--- src/rtl/uart_rx_pkg.sv ---
// Shared definitions for the UART receive controller.
//   state_t      : controller FSM states
//   parity_t     : parity-mode encodings driven to the receiver
//   DB_MIN/MAX   : legal data-bit range, DB_RST is the post-reset value
//   db_legal()   : true when a requested data-bit count is in range
package uart_rx_pkg;

    typedef enum logic [1:0] {
        ST_IDLE  = 2'd0,
        ST_RECV  = 2'd1,
        ST_PUSH  = 2'd2,
        ST_CLEAR = 2'd3
    } state_t;

    typedef enum logic [1:0] {
        PAR_NONE = 2'd0,
        PAR_ODD  = 2'd1,
        PAR_EVEN = 2'd2,
        PAR_MARK = 2'd3
    } parity_t;

    localparam logic [3:0] DB_MIN = 4'd5;
    localparam logic [3:0] DB_MAX = 4'd9;
    localparam logic [3:0] DB_RST = 4'd8;

    function automatic logic db_legal(input logic [3:0] bits);
        return (bits >= DB_MIN) && (bits <= DB_MAX);
    endfunction

endpackage

--- src/rtl/uart_rx_timeout_cnt.sv ---
// Character-timeout counter.
//   i_arm     : accepted push; arms the timer and restarts the count
//   i_clr     : frame in progress; restarts the count
//   i_idle    : controller idle with no frame active; gates counting
//   i_tick    : bit-period pulse
//   i_thresh  : timeout in bit times, 0 disables
//   o_timeout : one-cycle pulse when the count reaches i_thresh
module uart_rx_timeout_cnt #(
    parameter int TO_W = 8
) (
    input  logic            clk,
    input  logic            rst_n,
    input  logic            i_arm,
    input  logic            i_clr,
    input  logic            i_idle,
    input  logic            i_tick,
    input  logic [TO_W-1:0] i_thresh,
    output logic            o_timeout
);

    logic [TO_W-1:0] r_cnt;
    logic            r_armed;
    logic            r_timeout;
    logic            w_hit;

    assign w_hit     = r_armed && (i_thresh != '0) && (r_cnt == i_thresh);
    assign o_timeout = r_timeout;

    always_ff @(posedge clk or negedge rst_n) begin
        if (!rst_n) begin
            r_cnt     <= '0;
            r_armed   <= 1'b0;
            r_timeout <= 1'b0;
        end else begin
            r_timeout <= 1'b0;
            // A fresh push always re-arms, even on the cycle a timeout fires.
            if (i_arm) begin
                r_armed <= 1'b1;
                r_cnt   <= '0;
            end else if (w_hit) begin
                r_armed   <= 1'b0;
                r_cnt     <= '0;
                r_timeout <= 1'b1;
            end else if (i_clr) begin
                r_cnt <= '0;
            end else if (r_armed && i_idle && i_tick && (r_cnt != '1)) begin
                r_cnt <= r_cnt + TO_W'(1);
            end
        end
    end

endmodule

--- src/rtl/uart_rx_ctrl.sv ---
// UART receive controller: shadows CSR config into the receiver between
// frames, captures finished frames into the RX FIFO with a valid/ready
// handshake, clears receiver error flags after each push, flags overruns
// and raises a character timeout.
//   cfg_*            : CSR configuration inputs
//   bit_tick         : bit-period pulse (timeout counting)
//   frame_*, *_error : receiver status, rx_data valid with frame_complete
//   data_bits..      : shadowed config applied to the receiver
//   start_gate
//   error_clear      : one-cycle pulse after each accepted push
//   push_*           : RX FIFO write port, push_data = {perr, ferr, data}
//   overrun          : pulse, a frame arrived while a word was still pending
//   rx_timeout       : pulse, idle line for cfg_timeout bit times after a push
module uart_rx_ctrl
    import uart_rx_pkg::*;
#(
    parameter int DATA_W = 9,
    parameter int TO_W   = 8
) (
    input  logic              clk,
    input  logic              rst_n,
    input  logic              cfg_rx_en,
    input  logic [3:0]        cfg_data_bits,
    input  logic [1:0]        cfg_parity_mode,
    input  logic              cfg_stop_bits,
    input  logic [TO_W-1:0]   cfg_timeout,
    input  logic              bit_tick,
    input  logic              frame_active,
    input  logic              frame_complete,
    input  logic              frame_error,
    input  logic              parity_error,
    input  logic [DATA_W-1:0] rx_data,
    output logic [3:0]        data_bits,
    output logic [1:0]        parity_mode,
    output logic              stop_bits,
    output logic              start_gate,
    output logic              error_clear,
    output logic              push_valid,
    output logic [DATA_W+1:0] push_data,
    input  logic              push_ready,
    output logic              overrun,
    output logic              rx_timeout
);

    state_t              r_state, w_state_nxt;
    logic                w_capture;
    logic                w_push_valid;
    logic                w_error_clear;
    logic                w_drop;
    logic                w_cfg_load;
    logic [DATA_W+1:0]   r_push_data;
    logic                r_overrun;
    logic [3:0]          r_data_bits;
    logic [1:0]          r_parity_mode;
    logic                r_stop_bits;
    logic                r_start_gate;

    always_ff @(posedge clk or negedge rst_n) begin
        if (!rst_n) r_state <= ST_IDLE;
        else        r_state <= w_state_nxt;
    end

    always_comb begin
        w_state_nxt   = r_state;
        w_capture     = 1'b0;
        w_push_valid  = 1'b0;
        w_error_clear = 1'b0;
        case (r_state)
            ST_IDLE: begin
                // A frame may finish without us ever seeing frame_active.
                if (frame_complete) begin
                    w_capture   = 1'b1;
                    w_state_nxt = ST_PUSH;
                end else if (frame_active) begin
                    w_state_nxt = ST_RECV;
                end
            end
            ST_RECV: begin
                if (frame_complete) begin
                    w_capture   = 1'b1;
                    w_state_nxt = ST_PUSH;
                end else if (!frame_active) begin
                    // Aborted frame (e.g. false start): go back to idle.
                    w_state_nxt = ST_IDLE;
                end
            end
            ST_PUSH: begin
                w_push_valid = 1'b1;
                if (push_ready) w_state_nxt = ST_CLEAR;
            end
            ST_CLEAR: begin
                w_error_clear = 1'b1;
                w_state_nxt   = ST_IDLE;
            end
            default: w_state_nxt = ST_IDLE;
        endcase
    end

    // Frames finishing while a word is pending or errors are being cleared
    // are lost; the captured word and the handshake proceed untouched.
    assign w_drop     = frame_complete && ((r_state == ST_PUSH) || (r_state == ST_CLEAR));
    assign w_cfg_load = (r_state == ST_IDLE) && !frame_active;

    always_ff @(posedge clk or negedge rst_n) begin
        if (!rst_n) begin
            r_push_data   <= '0;
            r_overrun     <= 1'b0;
            r_data_bits   <= DB_RST;
            r_parity_mode <= PAR_NONE;
            r_stop_bits   <= 1'b0;
            r_start_gate  <= 1'b0;
        end else begin
            r_overrun <= w_drop;
            if (w_capture)
                r_push_data <= {parity_error, frame_error, rx_data};
            if (w_cfg_load) begin
                if (db_legal(cfg_data_bits))
                    r_data_bits <= cfg_data_bits;
                r_parity_mode <= cfg_parity_mode;
                r_stop_bits   <= cfg_stop_bits;
                r_start_gate  <= cfg_rx_en;
            end
        end
    end

    uart_rx_timeout_cnt #(.TO_W(TO_W)) u_timeout (
        .clk       (clk),
        .rst_n     (rst_n),
        .i_arm     (w_push_valid && push_ready),
        .i_clr     (frame_active),
        .i_idle    (w_cfg_load),
        .i_tick    (bit_tick),
        .i_thresh  (cfg_timeout),
        .o_timeout (rx_timeout)
    );

    assign push_valid  = w_push_valid;
    assign error_clear = w_error_clear;
    assign push_data   = r_push_data;
    assign overrun     = r_overrun;
    assign data_bits   = r_data_bits;
    assign parity_mode = r_parity_mode;
    assign stop_bits   = r_stop_bits;
    assign start_gate  = r_start_gate;

endmodule

--- config.mk ---
export PLATFORM = sky130hd
export DESIGN_NAME = uart_rx_ctrl
export DESIGN_NICKNAME = d
export VERILOG_FILES = /design/src/rtl/uart_rx_pkg.sv /design/src/rtl/uart_rx_timeout_cnt.sv /design/src/rtl/uart_rx_ctrl.sv
export SDC_FILE = /design/constraint.sdc
export NUM_CORES = 1
export LEC_CHECK = 0
export CORE_UTILIZATION = 40
export DETAILED_ROUTE_END_ITERATION = 8
export GPL_TIMING_DRIVEN = 0
export PLACE_DENSITY = 0.85
export SYNTH_ARGS = -nofsm -noshare
export SYNTH_HDL_FRONTEND = slang
export SYNTH_HIERARCHICAL = 1
export SYNTH_SLANG_ARGS = --single-unit
--- constraint.sdc ---
create_clock -name clk -period 3.4 [get_ports clk]
set_clock_uncertainty 0.15 [all_clocks]
set_input_delay 0.85 -clock clk [delete_from_list [all_inputs] [get_ports clk]]
set_output_delay 0.85 -clock clk [all_outputs]
set_load 0.01 [all_outputs]
==> results of run 1 <==
==> sequential cells by signal, indices dropped and copies added, names as in the netlist <==
register	flops
stop_bits	1
u_timeout/r_cnt	8
u_timeout/o_timeout	1
data_bits	4
push_data	11
r_state	2
overrun	1
start_gate	1
parity_mode	2
u_timeout/r_armed	1
==> final cells by class <==
| cell class | count | area, um^2 | area share [%] |
|---|---|---|---|
| sequential | 32 | 802 | 35.2 |
| multi-input combinational | 95 | 719 | 31.6 |
| timing repair buffer | 55 | 546 | 23.9 |
| clock buffer | 6 | 72.6 | 3.19 |
| tap | 48 | 60.1 | 2.64 |
| clock inverter | 2 | 35.0 | 1.54 |
| buffer | 4 | 25.0 | 1.10 |
| inverter | 5 | 18.8 | 0.824 |
==> cells in the final DEF (no fill, tap or decap), types with 2 or more instances in the layout <==
master            n
mux2_2           15
nor2_1            9
o21ai_1           2
and2_1            4
a21o_1            2
nand3_1           4
xor2_1           11
a21oi_1           7
o211ai_1          2
and3_1            2
clkbuf_1          2
mux2i_1           3
nor2b_1           3
nand2_1           6
nand4_1           2
buf_2             2
inv_1             5
o21ai_0           4
nor3_1            2
clkdlybuf4s50_1  54
dfrtp_1          31
nor4_1            3
clkbuf_8          5
==> layer usage <==
metal / part of all wire (%) / GRT usage (%) / vias up
li1: - / - / 608
met5: 0 / 0 / -
met3: 4.7 / 4.23 / 4
met1: 44 / 20.4 / 595
met2: 50 / 28.4 / 34
met4: 0.98 / 6.67 / 0
==> stage by stage <==
step                cell area (um^2)  instances  utilization, %
CTS                             2280        247            61.3
finish                          2280        247            61.3
global placement                2180        239            58.6
floorplan                       1570        136               -
global route                    2280        247            61.3
detailed placement              2170        239            58.4
==> logic make-up (layout without fill, tap and decap cells) <==
logic type	Yosys count	in the layout	share of synthesized area (%)
flops	32	32	51.2
mux	18	18	12.7
compound gates	21	21	8.87
buf+inv	9	72	2.80
simple gates	44	44	17.4
xor+xnor	11	11	6.15
fa+ha+maj	1	1	0.799
==> tightest hold or removal path, delay by kind of cell, from the launching register on <==
kind / cells / cell delay (ns)
flops: 1 / 0.37
compound gates: 1 / 0.07
simple gates: 1 / 0.04
==> worst min-delay path by stage <==
stage                                  startpoint                            end  slack, ns  cells past startpoint
floorplan           u_timeout/r_armed$_DFFE_PN0P_  u_timeout/r_armed$_DFFE_PN0P_       0.31                      1
global placement    u_timeout/r_armed$_DFFE_PN0P_  u_timeout/r_armed$_DFFE_PN0P_       0.33                      1
detailed placement       data_bits[3]$_DFFE_PN1P_       data_bits[3]$_DFFE_PN1P_       0.34                      2
CTS                      data_bits[3]$_DFFE_PN1P_       data_bits[3]$_DFFE_PN1P_       0.35                      2
global route             data_bits[3]$_DFFE_PN1P_       data_bits[3]$_DFFE_PN1P_       0.37                      2
finish                   data_bits[3]$_DFFE_PN1P_       data_bits[3]$_DFFE_PN1P_       0.35                      2
==> power breakdown <==
group	internal (mW)	switching, mW	leakage [nW]
clock	0.217	0.133	0.0552
combinational	0.347	0.203	0.518
sequential	0.497	0.0710	0.399
==> metrics.md, run 1 <==
| Metric | Value |
|---|---|
| Cells after Synth | `136` |
| Async set-reset flop share out of synthesis | `100%` |
| Area growth from synthesis to layout | `45.6%` |
| Htree depth | `2` |
| CP startpoint kind | `input port` |
| Final setup fails | `0` |
| Leakage | `0.972 nW` |
| Worst min path class | `flip-flop to flip-flop` |
| WP buf/inv | `2` |
| PwrDens | `644 mW/mm^2` |
| R2R setup slack | `approximately 1.2 ns` |
| Post-route ant nets | `0` |
| Post-synth EDFFs | `0` |
| Dpl ws | `roughly 0.28 ns` |
| Synth warn | `6` |
| WP depth | `7` |
| Measured slew at the worst slew-check pin | `between 0.6 and 0.7 ns` |
| Clk pin slew, worst setup/hold paths | `0.06 ns` |
| Setup Total Neg Slack | `0 ns` |
| CP Cell Sequence | `clkdlybuf4s50_1, nor3_4, and3_1, clkbuf_1, o21ai_1, or3_1, a21oi_1` |
| Crit path to | `u_timeout/r_cnt[5]$_DFFE_PN0P_` |
| Worst hold slack | `~0.35 ns` |
| DRT Wirelength | `3060 um` |
| Core box area | `0.00372 mm^2` |
| Input/output buffers | `55` |
| Synthesized area per cell | `11.5 um^2` |
| Root Driver | `clkbuf_8` |
| Vias per Instance | `5.02` |
| Final worst slack | `0.556 ns` |
| Worst path top cell family by delay | `simple AND/OR/NAND/NOR gates` |
| Status | `finished, final reports clean` |
| Layout cells sized above 1 | `about 18%` |
| Filler cells | `328` |
| CP Data Arrival Time | `2.90 ns` |
| Sequential area share after synthesis | `between 50% and 60%` |
| Clk buf depth | `2` |
| Post-DP HPWL | `roughly 2300 um` |
| Remaining DRCs | `0` |
| Final Slew Violations | `0` |
| Antenna violations before repair | `0` |
| Top FF cell, synth | `dfrtp_1` |
| FF-to-FF path depth | `6` |
| Worst rel slew slack | `53.8%` |
| Inserted Clock Buffers | `5` |
| Die Area | `0.00417 mm^2` |
| Max-cap check violation count | `0` |
| Max Fanout on Critical Path | `9` |
| Global-route wire length before repair | `about 5300 um` |
| Most common library cells after synthesis | `dfrtp_1, mux2_2, xor2_1` |
| Number of global-route vias before repair | `1255` |
| Slowest stage delay, CP | `0.53 ns` |
| Worst EP required | `roughly 3.5 ns` |
| Via count | `between 1k and 1.5k` |
| WS Path Type | `input port to flip-flop` |
| Yosys reg bits | `32` |
| Gp weighted congestion | `between 0.7 and 0.8` |
| CP max-delay cell | `clkdlybuf4s50_1` |
| Final Hold Fails | `0` |
| Post-synthesis cell area | `0.00157 mm^2` |
| Gr usage total | `between 10% and 20%` |
| Routed len/inst | `12.4 um` |
| IO Count | `56` |
| Post-CTS Hold Buffers | `0` |
| Drt pass-1 iters | `4` |
| Die Ht | `64.6 um` |
| Reg2reg start | `r_state[1]$_DFFE_PN0P_` |
| Critical Path Source | `frame_active` |
| Row cnt | `22` |
| DRT iter0 DRCs | `21` |
| Largest net degree at the start of global routing | `33` |
| Synth top area cells | `dfrtp_1, mux2_2, xor2_1` |
| CTS tree | `yes` |
| Diode count | `0` |
| Post-CTS setup buffers | `0` |
| Mapped Nets | `170` |
| Final worst path period share | `between 80% and 90%` |
| Overall power | `1.47 mW` |
| Nets@finish | `232` |
| Clk Latency, worst-skew pair | `approximately 0.27 ns` |
| Fin crit period | `2.84 ns` |
| CTS resizes | `0` |
| Distinct cells, synth | `38` |
| RR Endpoint | `u_timeout/r_cnt[5]$_DFFE_PN0P_` |
| RSZ-0062 raised after global routing | `no` |
| Die X | `about 65 um` |
| Yosys top cell by area | `dfrtp_1` |
| Max Freq | `352 MHz` |
| Grt ovf | `0` |
| CTS sink cnt | `32` |
| Starting Density | `42.1%` |
| Crit path capture type | `flip-flop` |
| Most common cell in the netlist | `dfrtp_1` |
| Yosys top cell area share | `just under 50%` |
| VDD IR max | `0.000419 V` |
Power figures use the tool's default switching activity.
==> inputs of run 2 (changes only) <==
PLACE_DENSITY = 0.88   (was 0.85)
clock period = 2.4 ns   (was 3.4 ns; I/O delays follow)
==> metrics.md, run 2 (synthesis gave the netlist of run 1 again) <==
| Metric | Value |
|---|---|
| Input/output buffers | `55 (unchanged)` |
| PwrDens | `937 mW/mm^2 (+45%)` |
| Htree depth | `2 (unchanged)` |
| Final Non-Filler Cells | `247 (unchanged)` |
| WP buf/inv | `1 (-1)` |
| Row cnt | `22 (unchanged)` |
| Max Freq | `432 MHz` |
| Clk buf depth | `2 (unchanged)` |
| Core box area | `0.00372 mm^2 (unchanged)` |
| Post-route ant nets | `0 (unchanged)` |
| Post-DP HPWL | `2480 um (+7.5%)` |
| Die X | `64.6 um (unchanged)` |
| WS Path Type | `input port to flip-flop` |
| VDD IR max | `0.000846 V (+100%)` |
| Gr usage total | `16.6% (-0.24 points)` |
| Post-CTS Hold Buffers | `0 (unchanged)` |
| Placed cell area | `0.00217 mm^2 (unchanged)` |
| Final Hold Fails | `0 (unchanged)` |
| Measured slew at the worst slew-check pin | `0.693 ns (+0.000688 ns)` |
| Leakage | `0.985 nW (+1.3%)` |
| Root Driver | `clkbuf_8` |
| Diode count | `0 (unchanged)` |
| DRT iter0 DRCs | `54 (+160%)` |
| IO Count | `56 (unchanged)` |
| Largest net degree at the start of global routing | `33 (unchanged)` |
| Worst min path class | `input port to async pin` |
| Number of placed instances, taps included | `239 (unchanged)` |
| Worst path top cell family by delay | `simple AND/OR/NAND/NOR gates` |
| Max-cap check violation count | `0 (unchanged)` |
| Starting Density | `42.1% (unchanged)` |
| Antenna violations before repair | `0 (unchanged)` |
| Worst rel slew slack | `53.8% (about the same)` |
| Slowest stage delay, CP | `0.52 ns (about the same)` |
| FF-to-FF path depth | `5 (-1)` |
| Nets@finish | `232 (unchanged)` |
| Commonest cells after routing, fill and taps aside | `clkdlybuf4s50_1, dfrtp_1, mux2_2` |
| Via count | `1249 (+0.64%)` |
| CP Data Arrival Time | `2.36 ns (-0.54 ns)` |
| Final worst path period share | `96.5%` |
| Global-route wire length before repair | `5200 um (-2.8%)` |
| Clk pin slew, worst setup/hold paths | `0.07 ns (about the same)` |
| Area growth from synthesis to layout | `47.1%` |
| Drt pass-1 iters | `4 (unchanged)` |
| Layout cells sized above 1 | `19.1% (+1.5 points)` |
| Reg2reg start | `r_state[1]$_DFFE_PN0P_` |
| CP Cell Sequence | `clkdlybuf4s50_1, nor3_4, and3_1, o21ai_1, or3_1, a21oi_1` |
| Vias per Instance | `5.06 (+0.64%)` |
| R2R setup slack | `0.49 ns (-0.67 ns)` |
| Overall power | `2.16 mW (+47%)` |
| CP startpoint kind | `input port` |
| Remaining DRCs | `0 (unchanged)` |
| CTS sink cnt | `32 (unchanged)` |
| Final setup fails | `0 (unchanged)` |
| CP max-delay cell | `clkdlybuf4s50_1` |
| Commonest non-fill, non-tap cell in the layout | `clkdlybuf4s50_1` |
| Dpl ws | `-0.510 ns (-0.790 ns)` |
| Max reg flops | `11 (unchanged)` |
| Grt ovf | `0 (unchanged)` |
| Worst hold slack | `0.218 ns (-0.129 ns)` |
| Crit path capture type | `flip-flop` |
| Worst EP required | `2.45 ns (-1.00 ns)` |
| Routed len/inst | `13.0 um (+5.3%)` |
| Die Area | `0.00417 mm^2 (unchanged)` |
| Number of global-route vias before repair | `1220 (-2.8%)` |
| Max Fanout on Critical Path | `6 (-3)` |
| RSZ-0062 raised after global routing | `no` |
| Fin crit period | `about 2.3 ns` |
| Clk Latency, worst-skew pair | `0.27 ns (about the same)` |
| Final worst slack | `0.0852 ns (-0.470 ns)` |
| RR Endpoint | `u_timeout/r_cnt[5]$_DFFE_PN0P_` |
| Final instance area | `0.00230 mm^2 (+1.0%)` |
| DRT Wirelength | `3220 um (+5.3%)` |
| Final Slew Violations | `0 (unchanged)` |
| Die Ht | `64.6 um (unchanged)` |
| CTS tree | `yes` |
| Gp weighted congestion | `0.799 (+3.7%)` |
| Inserted Clock Buffers | `5 (unchanged)` |
| Status | `finished, final reports clean` |
## run 2: changes by cell type in the layout (fill, tap and decap cells not counted)
cell	delta
dfrtp_1	-1
clkbuf_8	+2
clkinv_2	-1
dfrtp_2	+1
clkbuf_1	-2
buf_4	+1
## run 2: per-layer routing
metal | vias up | GRT usage [%] | share of wire, %
li1 | 605 | - | -
met1 | 600 | 18.2 | 42
met2 | 42 | 29.6 | 52
met3 | 2 | 7.22 | 5.0
met4 | 0 | 3.06 | 0.25
met5 | - | 0 | 0
## run 2: worst max-delay path by stage
stage	slack, ns	end	from	cells after the start
floorplan	0.37	u_timeout/r_cnt[5]$_DFFE_PN0P_	frame_active	6
global placement	-0.43	u_timeout/r_cnt[5]$_DFFE_PN0P_	frame_active	7
detailed placement	-0.51	u_timeout/r_cnt[5]$_DFFE_PN0P_	frame_active	7
CTS	0.06	push_valid	r_state[1]$_DFFE_PN0P_	2
global route	0.05	push_valid	r_state[1]$_DFFE_PN0P_	2
finish	0.09	u_timeout/r_cnt[5]$_DFFE_PN0P_	frame_active	6
## run 2: what timing repair did
action	4_1_cts	5_1_grt
gates cloned	0	0
buffers inserted	1	0
setup endpoints to repair	1	1
pin swaps	1	0
resized for setup	0	1
## run 2: layout make-up
type                       count  area [um^2]
clock inverter                 1         30.0
tap                           48         60.1
multi-input combinational     95          719
inverter                       5         18.8
fill                         314         1410
sequential                    32          803
buffer                         3         21.3
timing repair buffer          56          553
clock buffer                   7         96.3
## run 2: worst reg2reg max path, stage by stage, from the launching register on
cell and delay, ns:
dfrtp_2 0.46, nor3_4 0.20, and3_1 0.31, o21ai_1 0.20, or3_1 0.35, a21oi_1 0.16
## run 2: stage by stage
| step | utilization, % | setup TNS (ns) |
|---|---|---|
| CTS | 61.9 | 0 |
| floorplan | - | 0 |
| global route | 62.0 | 0 |
| finish | 62.0 | 0 |
| global placement | 58.6 | -2.43 |
| detailed placement | 58.4 | -2.08 |
## run 2: power breakdown
group / total [mW] / switching [mW] / internal [mW]
logic: 0.794 / 0.297 / 0.496
registers: 0.808 / 0.103 / 0.706
clock network: 0.554 / 0.188 / 0.366
total: 2.16 / 0.588 / 1.57
